## src/rtl/thermo_pkg.sv

```systemverilog
// Shared types and constants for the temperature sample controller.
//   state_e    : sampling FSM states
//   SEG_*      : active-low segment patterns, bit order {g,f,e,d,c,b,a}
//   bcd_to_seg : decimal digit 0-9 to segment pattern; other codes give a blank
package thermo_pkg;

  typedef enum logic [1:0] {IDLE, REQ, WAIT} state_e;

  localparam logic [6:0] SEG_BLANK = 7'h7F;
  localparam logic [6:0] SEG_DASH  = 7'b0111111;

  localparam logic [6:0] SEG_0 = 7'h40;
  localparam logic [6:0] SEG_1 = 7'h79;
  localparam logic [6:0] SEG_2 = 7'h24;
  localparam logic [6:0] SEG_3 = 7'h30;
  localparam logic [6:0] SEG_4 = 7'h19;
  localparam logic [6:0] SEG_5 = 7'h12;
  localparam logic [6:0] SEG_6 = 7'h02;
  localparam logic [6:0] SEG_7 = 7'h78;
  localparam logic [6:0] SEG_8 = 7'h00;
  localparam logic [6:0] SEG_9 = 7'h10;

  function automatic logic [6:0] bcd_to_seg(input logic [3:0] d);
    logic [6:0] s;
    case (d)
      4'd0:    s = SEG_0;
      4'd1:    s = SEG_1;
      4'd2:    s = SEG_2;
      4'd3:    s = SEG_3;
      4'd4:    s = SEG_4;
      4'd5:    s = SEG_5;
      4'd6:    s = SEG_6;
      4'd7:    s = SEG_7;
      4'd8:    s = SEG_8;
      4'd9:    s = SEG_9;
      default: s = SEG_BLANK;
    endcase
    return s;
  endfunction

endpackage

```

## src/rtl/thermo_seg_mux.sv

```systemverilog
// Two-digit multiplexed 7-segment driver.
//   clk, rst   : clock, asynchronous active-high reset
//   enable     : low blanks the display (an=11, seg=7F)
//   temp_out   : value to show, saturated at 99
//   sensor_err : shows "-" on both digits
//   seg        : shared active-low segments {g,f,e,d,c,b,a} (registered)
//   an         : active-low anodes, an[0] units, an[1] tens (registered)
// The scan counter is free-running and ignores enable.
module thermo_seg_mux
  import thermo_pkg::*;
#(
  parameter int unsigned SCAN_PERIOD = 50000
) (
  input  logic       clk,
  input  logic       rst,
  input  logic       enable,
  input  logic [7:0] temp_out,
  input  logic       sensor_err,
  output logic [6:0] seg,
  output logic [1:0] an
);

  localparam int unsigned SW = (SCAN_PERIOD > 1) ? $clog2(SCAN_PERIOD) : 1;

  logic [SW-1:0] scan_q;
  logic          digit_q;  // 0 = units lit, 1 = tens lit

  always_ff @(posedge clk or posedge rst) begin
    if (rst) begin
      scan_q  <= '0;
      digit_q <= 1'b0;
    end else if (scan_q == SW'(SCAN_PERIOD - 1)) begin
      scan_q  <= '0;
      digit_q <= ~digit_q;
    end else begin
      scan_q <= scan_q + 1'b1;
    end
  end

  logic [6:0] val;
  logic [3:0] tens, units;
  logic [6:0] seg_d;
  logic [1:0] an_d;

  always_comb begin
    val   = (temp_out > 8'd99) ? 7'd99 : temp_out[6:0];
    tens  = 4'(val / 7'd10);
    units = 4'(val % 7'd10);
    seg_d = SEG_BLANK;
    an_d  = 2'b11;
    if (enable) begin
      an_d = digit_q ? 2'b01 : 2'b10;
      if (sensor_err) begin
        seg_d = SEG_DASH;
      end else if (digit_q) begin
        seg_d = (tens == 4'd0) ? SEG_BLANK : bcd_to_seg(tens);
      end else begin
        seg_d = bcd_to_seg(units);
      end
    end
  end

  always_ff @(posedge clk or posedge rst) begin
    if (rst) begin
      seg <= SEG_BLANK;
      an  <= 2'b11;
    end else begin
      seg <= seg_d;
      an  <= an_d;
    end
  end

endmodule

```

## src/rtl/thermo_sample_ctrl.sv

```systemverilog
// Periodic temperature sampler with req/ack sensor handshake and 2-digit display.
//   clk, rst   : clock, asynchronous active-high reset
//   enable     : run sampling and display; low idles the FSM and blanks the display
//   conv_req   : conversion request to the sensor
//   conv_ack   : single-cycle acknowledge, conv_data valid with it
//   conv_data  : unsigned temperature in degrees C
//   temp_out   : latest captured (or averaged) temperature
//   temp_valid : one-cycle pulse when temp_out updates
//   sensor_err : set on request timeout, cleared by the next ack
//   seg, an    : multiplexed active-low segment bus and anodes
// Define THERMO_AVG_EN to report the mean of the last 4 captured samples.
module thermo_sample_ctrl
  import thermo_pkg::*;
#(
  parameter int unsigned SAMPLE_PERIOD = 1000000,
  parameter int unsigned TIMEOUT       = 1024,
  parameter int unsigned SCAN_PERIOD   = 50000
) (
  input  logic       clk,
  input  logic       rst,
  input  logic       enable,
  output logic       conv_req,
  input  logic       conv_ack,
  input  logic [7:0] conv_data,
  output logic [7:0] temp_out,
  output logic       temp_valid,
  output logic       sensor_err,
  output logic [6:0] seg,
  output logic [1:0] an
);

  localparam int unsigned SPW = $clog2(SAMPLE_PERIOD);
  localparam int unsigned TW  = (TIMEOUT > 1) ? $clog2(TIMEOUT) : 1;

  state_e         state;
  logic [SPW-1:0] sample_cnt;
  logic [TW-1:0]  tmo_cnt;
  logic [7:0]     new_temp;

  logic accept;
  assign accept = enable && (state == REQ) && conv_ack;

`ifdef THERMO_AVG_EN
  // Three stored samples; the incoming one completes the window of four.
  logic [7:0] hist_q [3];
  logic       primed_q;
  logic [9:0] sum;

  always_comb begin
    sum = 10'(conv_data) + 10'(hist_q[0]) + 10'(hist_q[1]) + 10'(hist_q[2]);
    new_temp = primed_q ? 8'(sum >> 2) : conv_data;
  end

  always_ff @(posedge clk or posedge rst) begin
    if (rst) begin
      hist_q[0] <= '0;
      hist_q[1] <= '0;
      hist_q[2] <= '0;
      primed_q  <= 1'b0;
    end else if (!enable) begin
      primed_q <= 1'b0;
    end else if (accept) begin
      primed_q <= 1'b1;
      if (primed_q) begin
        hist_q[0] <= conv_data;
        hist_q[1] <= hist_q[0];
        hist_q[2] <= hist_q[1];
      end else begin
        hist_q[0] <= conv_data;
        hist_q[1] <= conv_data;
        hist_q[2] <= conv_data;
      end
    end
  end
`else
  assign new_temp = conv_data;
`endif

  always_ff @(posedge clk or posedge rst) begin
    if (rst) begin
      state      <= IDLE;
      conv_req   <= 1'b0;
      sample_cnt <= '0;
      tmo_cnt    <= '0;
      temp_out   <= '0;
      temp_valid <= 1'b0;
      sensor_err <= 1'b0;
    end else begin
      temp_valid <= 1'b0;
      if (!enable) begin
        state      <= IDLE;
        conv_req   <= 1'b0;
        sample_cnt <= '0;
        tmo_cnt    <= '0;
      end else begin
        case (state)
          IDLE: begin
            state    <= REQ;
            conv_req <= 1'b1;
            tmo_cnt  <= '0;
          end
          REQ: begin
            // Ack takes priority over a timeout expiring in the same cycle.
            if (conv_ack) begin
              temp_out   <= new_temp;
              temp_valid <= 1'b1;
              sensor_err <= 1'b0;
              conv_req   <= 1'b0;
              sample_cnt <= '0;
              state      <= WAIT;
            end else if (tmo_cnt == TW'(TIMEOUT - 1)) begin
              sensor_err <= 1'b1;
              conv_req   <= 1'b0;
              sample_cnt <= '0;
              state      <= WAIT;
            end else begin
              tmo_cnt <= tmo_cnt + 1'b1;
            end
          end
          WAIT: begin
            if (sample_cnt == SPW'(SAMPLE_PERIOD - 1)) begin
              state    <= REQ;
              conv_req <= 1'b1;
              tmo_cnt  <= '0;
            end else begin
              sample_cnt <= sample_cnt + 1'b1;
            end
          end
          default: state <= IDLE;
        endcase
      end
    end
  end

  thermo_seg_mux #(
    .SCAN_PERIOD (SCAN_PERIOD)
  ) u_seg_mux (
    .clk        (clk),
    .rst        (rst),
    .enable     (enable),
    .temp_out   (temp_out),
    .sensor_err (sensor_err),
    .seg        (seg),
    .an         (an)
  );

endmodule

```

## config.mk

```make
export PLATFORM = sky130hd
export DESIGN_NAME = thermo_sample_ctrl
export DESIGN_NICKNAME = d
export VERILOG_FILES = /design/src/rtl/thermo_pkg.sv /design/src/rtl/thermo_seg_mux.sv /design/src/rtl/thermo_sample_ctrl.sv
export SDC_FILE = /design/constraint.sdc
export NUM_CORES = 1
export LEC_CHECK = 0
export ABC_CLOCK_PERIOD_IN_PS = 6000
export BUFFER_PORTS_ARGS = -buffer_cell sky130_fd_sc_hd__buf_4
export CAP_MARGIN = 20
export CORE_MARGIN = 2
export CORE_UTILIZATION = 61
export DETAILED_ROUTE_END_ITERATION = 10
export PLACE_DENSITY = 0.85
export SLEW_MARGIN = 20
export SYNTH_ARGS = -nofsm -noshare
export SYNTH_HDL_FRONTEND = slang
export SYNTH_HIERARCHICAL = 1
export SYNTH_SLANG_ARGS = --single-unit
```

## constraint.sdc

```tcl
create_clock -name clk -period 6 [get_ports clk]
set_input_delay 1.2 -clock clk [delete_from_list [all_inputs] [get_ports clk]]
set_output_delay 1.2 -clock clk [all_outputs]
set_load 0.05 [all_outputs]
```

==> flow_metrics.py, run 1 <==
metrics = {
    "status": {
        "status": "complete, no violations",
    },
    "final_layout": {
        "layoutNonFillerInstCount": 616,
        "syn_to_final_growth_pct": 14.3,
        "postLayoutCoreUtil": 0.709,
        "layout_common_cells": "dfrtp_1, nor2_1, buf_4",
        "fill_cells": 534,
        "drive_above_1_share": 0.217,
        "antenna_cells": 0,
        "postLayoutCellArea_mm2": 0.00506,
        "layout.nets": 541,
        "final_common_cell": "dfrtp_1",
    },
    "worst_hold_path": {
        "worstHoldStart": "u_seg_mux/scan_q[0]$_DFF_PP0_",
        "holdPathStages": 1,
        "min_path_type": "reg2reg",
        "holdPathEnd": "u_seg_mux/scan_q[0]$_DFF_PP0_",
    },
    "worst_setup_path": {
        "path_class": "reg2reg",
        "worstPathMaxFanout": 7,
        "rrSetupSlack_ps": 170,
        "crit_path_start_kind": "flip-flop",
        "reg2regPathDepth": 24,
        "required_ps": 6270,
        "cp.arrival_ps": 6110,
        "reg2reg_to": "u_seg_mux/seg[6]$_DFF_PP1_",
        "crit_path_end_kind": "flip-flop",
        "r2r-start": "temp_out[3]$_DFFE_PP0P_",
    },
    "routing": {
        "dr.first_iter.drc_count": 230,
        "ant_nets": 0,
        "routedWlPerCell_um": 16.9,
        "vias": 3954,
        "postRouteWirelength_mm": 10.4,
        "drt-vias-per-instance": 6.42,
        "firstDrtPassIters": 5,
        "drc": 0,
    },
    "logic_synthesis": {
        "yosysWarningCount": 6,
        "synth-edff-count": 0,
        "synthArstFlopShare": 1.00,
        "syn_area_per_cell_um2": 9.30,
        "syn_area_mm2": 0.00443,
        "synth_cell_type_count": 77,
        "ys_ff_latch": 69,
        "synth_flop_cell": "dfrtp_1",
        "synth-seq-area-share": 0.393,
        "syn_nets": 505,
        "synth_cells": 476,
    },
    "global_routing": {
        "gr-total-overflow": 0,
        "grt_pass1_wl_mm": 16.5,
        "grt_use_total": 0.268,
        "antenna_found_initial": 0,
        "grt_max_degree": 44,
        "grt_pass1_vias": 3575,
    },
    "timing": {
        "hold_violations": 0,
        "fmax_mhz": 171,
        "max_slew_margin": 0.359,
        "skew_ps": 10.6,
        "hold_ws_ps": 459,
        "worst-slew-pin-transition_ps": 954,
        "tns_ps": 0,
        "fin_crit_sh": 0.972,
        "period_needed_ps": 5830,
        "drv_slew": 0,
        "finalSetupViolCount": 0,
    },
    "job": {
        "max-cap-violations": 0,
    },
    "cts": {
        "insertion_delay_ps": 360,
        "h-tree-depth": 3,
        "cts_buffer_depth": 2,
        "clock_sinks": 69,
        "clk_pin_slew_ps": 80,
        "cts_buffers": 9,
        "clockRootBuffer": "clkbuf_8",
        "cts_hold_buf": 0,
        "tritoncts": "done",
    },
    "floorplan": {
        "start_util": 0.620,
        "fp.dieW_um": 89.2,
        "die_area_mm2": 0.00795,
        "rows": 31,
        "die_y_um": 89.2,
        "pin_count": 32,
        "core_mm2": 0.00714,
    },
    "power": {
        "p_per_area_mw_per_mm2": 450,
        "irDropWorstVdd_mv": 0.200,
        "p_leak_nw": 2.26,
    },
    "place": {
        "detailed_place_hpwl_mm": 7.23,
        "postPlaceCellArea_mm2": 0.00473,
        "dp.cells": 595,
        "port_buffers": 31,
        "gp_congestion": 1.03,
    },
}
-- area by class of cell --
cell class	instances	area, um2	share of cell area
clock buffers	9	124	0.0245
clock inverters	7	104	0.0205
inverters	19	71.3	0.0141
multi-input cells	371	2580	0.510
flip-flops and latches	69	1740	0.344
well taps	99	124	0.0245
repair buffers	42	315	0.0623
-- metrics by stage --
stage / worst slack (ps) / power, W
finish: 166 / 0.00227
global route: -183 / 0.00240
CTS: 109 / 0.00218
detailed placement: 118 / 0.00173
global placement: 352 / 0.00170
floorplan: 173 / 0.00147
-- power breakdown --
part	internal [W]	total [W]	switching [W]	leakage, nW
logic	0.000491	0.00128	0.000788	1.24
clock network	0.000240	0.000438	0.000197	0.115
registers	0.000519	0.000557	0.0000380	0.898
total	0.00125	0.00227	0.00102	2.26
-- Yosys cell counts (all sizes together) (5+ instances only) --
library cell | instances | area, um2
dfrtp | 60 | 1500
nor2 | 44 | 170
nand2 | 39 | 149
a21oi | 31 | 159
a31oi | 22 | 144
nand3 | 22 | 123
inv | 19 | 71.3
and3 | 18 | 113
ha | 17 | 213
o21ai | 14 | 70.1
buf | 12 | 82.6
mux2 | 12 | 139
nor3 | 12 | 65.1
or3 | 11 | 68.8
xnor2 | 10 | 87.6
dfstp | 9 | 236
nand4 | 9 | 62.6
or2 | 8 | 52.6
xor2 | 8 | 70.1
a221o | 7 | 70.1
a21o | 6 | 45.0
nand2b | 6 | 37.5
o21a | 6 | 46.3
clkbuf | 5 | 18.8
mux2i | 5 | 62.6
-- critical path, cell delays in order (launching register included) --
cell,delay [ps]
dfrtp_1,460
o311a_1,440
nor3b_2,240
ha_2,260
nand4b_1,250
a31oi_4,270
ha_4,200
a31oi_2,160
a21oi_4,300
and2_1,190
a22o_1,250
ha_2,270
o21ai_1,120
a2111oi_2,390
a211o_1,150
a211oi_1,50
a2111o_1,440
inv_1,120
ha_1,190
or3_1,140
nor4_1,50
a41oi_1,170
o221ai_1,190
a21o_1,220
o31ai_1,230
-- state kept, by name (all words and copies together) (netlist names), 2 cells and up --
| register | cells |
|---|---|
| u_seg_mux/seg | 7 |
| sample_cnt | 20 |
| state | 2 |
| u_seg_mux/an | 2 |
| tmo_cnt | 10 |
| temp_out | 8 |
| u_seg_mux/scan_q | 16 |
-- metal layers --
metal | share of wire | global-route usage | vias up
met5 | 0 | 0 | -
met4 | 0.016 | 0.100 | 0
met3 | 0.060 | 0.0619 | 22
met2 | 0.50 | 0.428 | 170
met1 | 0.43 | 0.358 | 1918
li1 | - | - | 1844
-- logic make-up after synthesis --
kind of cell / count (synthesis) / share of synthesized area
adders and majority gates: 17 / 0.0481
buffers and inverters: 36 / 0.0390
muxes: 17 / 0.0455
AOI/OAI and AO/OA: 126 / 0.202
DFF: 69 / 0.393
and+or+nand+nor: 193 / 0.237
xor gates and xnor gates: 18 / 0.0356
-- worst max-delay path by stage --
stage / slack [ps] / cells past startpoint / start / to
6_report: 170 / 24 / temp_out[3]$_DFFE_PP0P_ / u_seg_mux/seg[6]$_DFF_PP1_
2_1_floorplan: 170 / 23 / temp_out[5]$_DFFE_PP0P_ / u_seg_mux/seg[0]$_DFF_PP1_
3_5_place_dp: 120 / 21 / temp_out[3]$_DFFE_PP0P_ / u_seg_mux/seg[0]$_DFF_PP1_
4_1_cts: 110 / 21 / temp_out[3]$_DFFE_PP0P_ / u_seg_mux/seg[0]$_DFF_PP1_
5_1_grt: -180 / 24 / temp_out[3]$_DFFE_PP0P_ / u_seg_mux/seg[6]$_DFF_PP1_
3_3_place_gp: 350 / 21 / temp_out[3]$_DFFE_PP0P_ / u_seg_mux/seg[0]$_DFF_PP1_
-- timing repair --
action                                 4_1_cts  5_1_grt
setup endpoints to repair                    0        7
endpoints found under the hold margin        0        0
setup buffers                                0        5
gates resized for setup                      0       13
No activity file was read; power rests on OpenSTA's default activity.
==> inputs of run 2 (changes only) <==
ABC_CLOCK_PERIOD_IN_PS = 6400   (was 6000)
SETUP_SLACK_MARGIN = 0.5   (was default)
clock period = 6.4 ns   (was 6 ns; I/O delays follow)
==> flow_metrics.py, run 2 (synthesized netlist as in run 1, its figures left out) <==
metrics = {
    "timing": {
        "fin_crit_sh": 0.887,
        "worst-slew-pin-transition_ps": 950,
        "finalSetupViolCount": 0,
        "drv_slew": 0,
        "rsz0062_at_grt": "no",
        "skew_ps": 12.9,
        "fmax_mhz": 176,
        "hold_violations": 0,
        "max_slew_margin": 0.366,
        "fin_ws_ps": 724,
        "tns_ps": 0,
        "period_needed_ps": 5680,
    },
    "place": {
        "detailed_place_hpwl_mm": 6.95,
        "dp_slack_ps": 43.6,
        "dp.cells": 592,
        "port_buffers": 31,
        "gp_congestion": 0.962,
    },
    "cts": {
        "cts_buffers": 9,
        "insertion_delay_ps": 350,
        "clock_sinks": 69,
        "cts_buffer_depth": 2,
        "cts_hold_buf": 0,
        "clk_pin_slew_ps": 90,
        "clockRootBuffer": "clkbuf_8",
        "tritoncts": "done",
        "h-tree-depth": 3,
    },
    "routing": {
        "drc": 0,
        "drt-vias-per-instance": 6.31,
        "dr.first_iter.drc_count": 214,
        "ant_nets": 0,
        "firstDrtPassIters": 4,
        "postRouteWirelength_mm": 10.2,
        "vias": 3894,
        "routedWlPerCell_um": 16.5,
    },
    "worst_setup_path": {
        "worstPathMaxFanout": 7,
        "cpMaxStageDelayCell": "a2111o_2",
        "required_ps": 6650,
        "max_stage_delay_ps": 470,
        "crit_path_start_kind": "flip-flop",
        "crit_path_end_kind": "flip-flop",
        "rrSetupSlack_ps": 720,
        "path_class": "reg2reg",
        "cp.arrival_ps": 5930,
    },
    "final_layout": {
        "layout.nets": 542,
        "final_common_cell": "dfrtp_1",
        "syn_to_final_growth_pct": 14.3,
        "top_regs": "sample_cnt: 20 flops, u_seg_mux/scan_q: 16 flops, tmo_cnt: 10 flops",
        "layout_common_cells": "dfrtp_1, buf_4, nor2_1",
        "top_register": "sample_cnt",
        "antenna_cells": 0,
        "largest_reg_flops": 20,
        "layoutNonFillerInstCount": 617,
        "drive_above_1_share": 0.226,
        "postLayoutCoreUtil": 0.709,
    },
    "power": {
        "switchingPower_w": 0.000933,
        "pwr-share-seq": 0.252,
        "intPower_w": 0.00118,
        "p_per_area_mw_per_mm2": 418,
        "irDropWorstVdd_mv": 0.220,
        "swShare": 0.442,
        "clkPwrFrac": 0.196,
        "p_comb_frac": 0.552,
        "p_leak_nw": 2.25,
    },
    "floorplan": {
        "fp.dieW_um": 89.2,
        "rows": 31,
        "die_area_mm2": 0.00795,
        "pin_count": 32,
        "die_y_um": 89.2,
        "core_mm2": 0.00714,
        "start_util": 0.620,
    },
    "global_routing": {
        "antenna_found_initial": 0,
        "grt_pass1_vias": 3554,
        "grt_pass1_wl_mm": 16.9,
        "grt_max_degree": 44,
        "gr-total-overflow": 0,
        "grt_use_total": 0.271,
    },
    "job": {
        "max-cap-violations": 0,
    },
    "worst_hold_path": {
        "min_path_type": "reg2reg",
    },
    "status": {
        "status": "complete, no violations",
    },
}
==> run 2: area by class of cell <==
class	instances	area (um2)
multi-input cells	371	2570
fillers	529	2080
flip-flops and latches	69	1740
repair buffers	43	323
clock buffers	9	124
well taps	99	124
clock inverters	7	105
inverters	19	71.3
==> run 2: critical path: cells and delay by family (launching register included) <==
kind | cells | cell delay (ps)
adders and majority gates | 4 | 900
buffers and inverters | 2 | 290
and+or+nand+nor | 6 | 880
AOI/OAI and AO/OA | 14 | 3030
DFF | 1 | 460
==> run 2: power by group through the flow <==
stage          Combinational (W)  Sequential [W]  Clock, W
6_report                 0.00117        0.000532  0.000414
5_1_grt                  0.00127        0.000538  0.000441
4_1_cts                  0.00110        0.000530  0.000420
3_5_place_dp             0.00105        0.000537         0
3_3_place_gp             0.00102        0.000534         0
2_1_floorplan           0.000740        0.000640         0
==> run 2: final timing paths <==
kind                                                    start                        endpoint  depth (start not counted)
worst max-delay path                  temp_out[3]$_DFFE_PP0P_      u_seg_mux/seg[6]$_DFF_PP1_                         26
worst min-delay path            u_seg_mux/scan_q[0]$_DFF_PP0_   u_seg_mux/scan_q[0]$_DFF_PP0_                          1
worst max register to register        temp_out[3]$_DFFE_PP0P_      u_seg_mux/seg[6]$_DFF_PP1_                         26
worst min register to register  u_seg_mux/scan_q[0]$_DFF_PP0_   u_seg_mux/scan_q[0]$_DFF_PP0_                          1
max in group asynchronous                                 rst  u_seg_mux/scan_q[15]$_DFF_PP0_                          2
min in group asynchronous                                 rst          tmo_cnt[6]$_DFFE_PP0P_                          3
==> run 2: stage by stage <==
step | area (um2) | hold slack [ps] | total power, W
floorplan | 4430 | 425 | 0.00138
global placement | 4700 | 439 | 0.00156
detailed placement | 4700 | 444 | 0.00158
CTS | 5000 | 458 | 0.00205
global route | 5060 | 481 | 0.00224
finish | 5060 | 456 | 0.00211
==> run 2: metal layers <==
metal  GRT usage  routed length, um
met1       0.373               4450
met2       0.428               5030
met3      0.0591                488
met4      0.0923                214
met5           0                  0
==> run 2: what timing repair did <==
action                                  4_1_cts  5_1_grt
gates resized for setup                       8        7
buffers inserted                              5        4
endpoints found under the setup margin        7        6
pin swaps                                     3        4
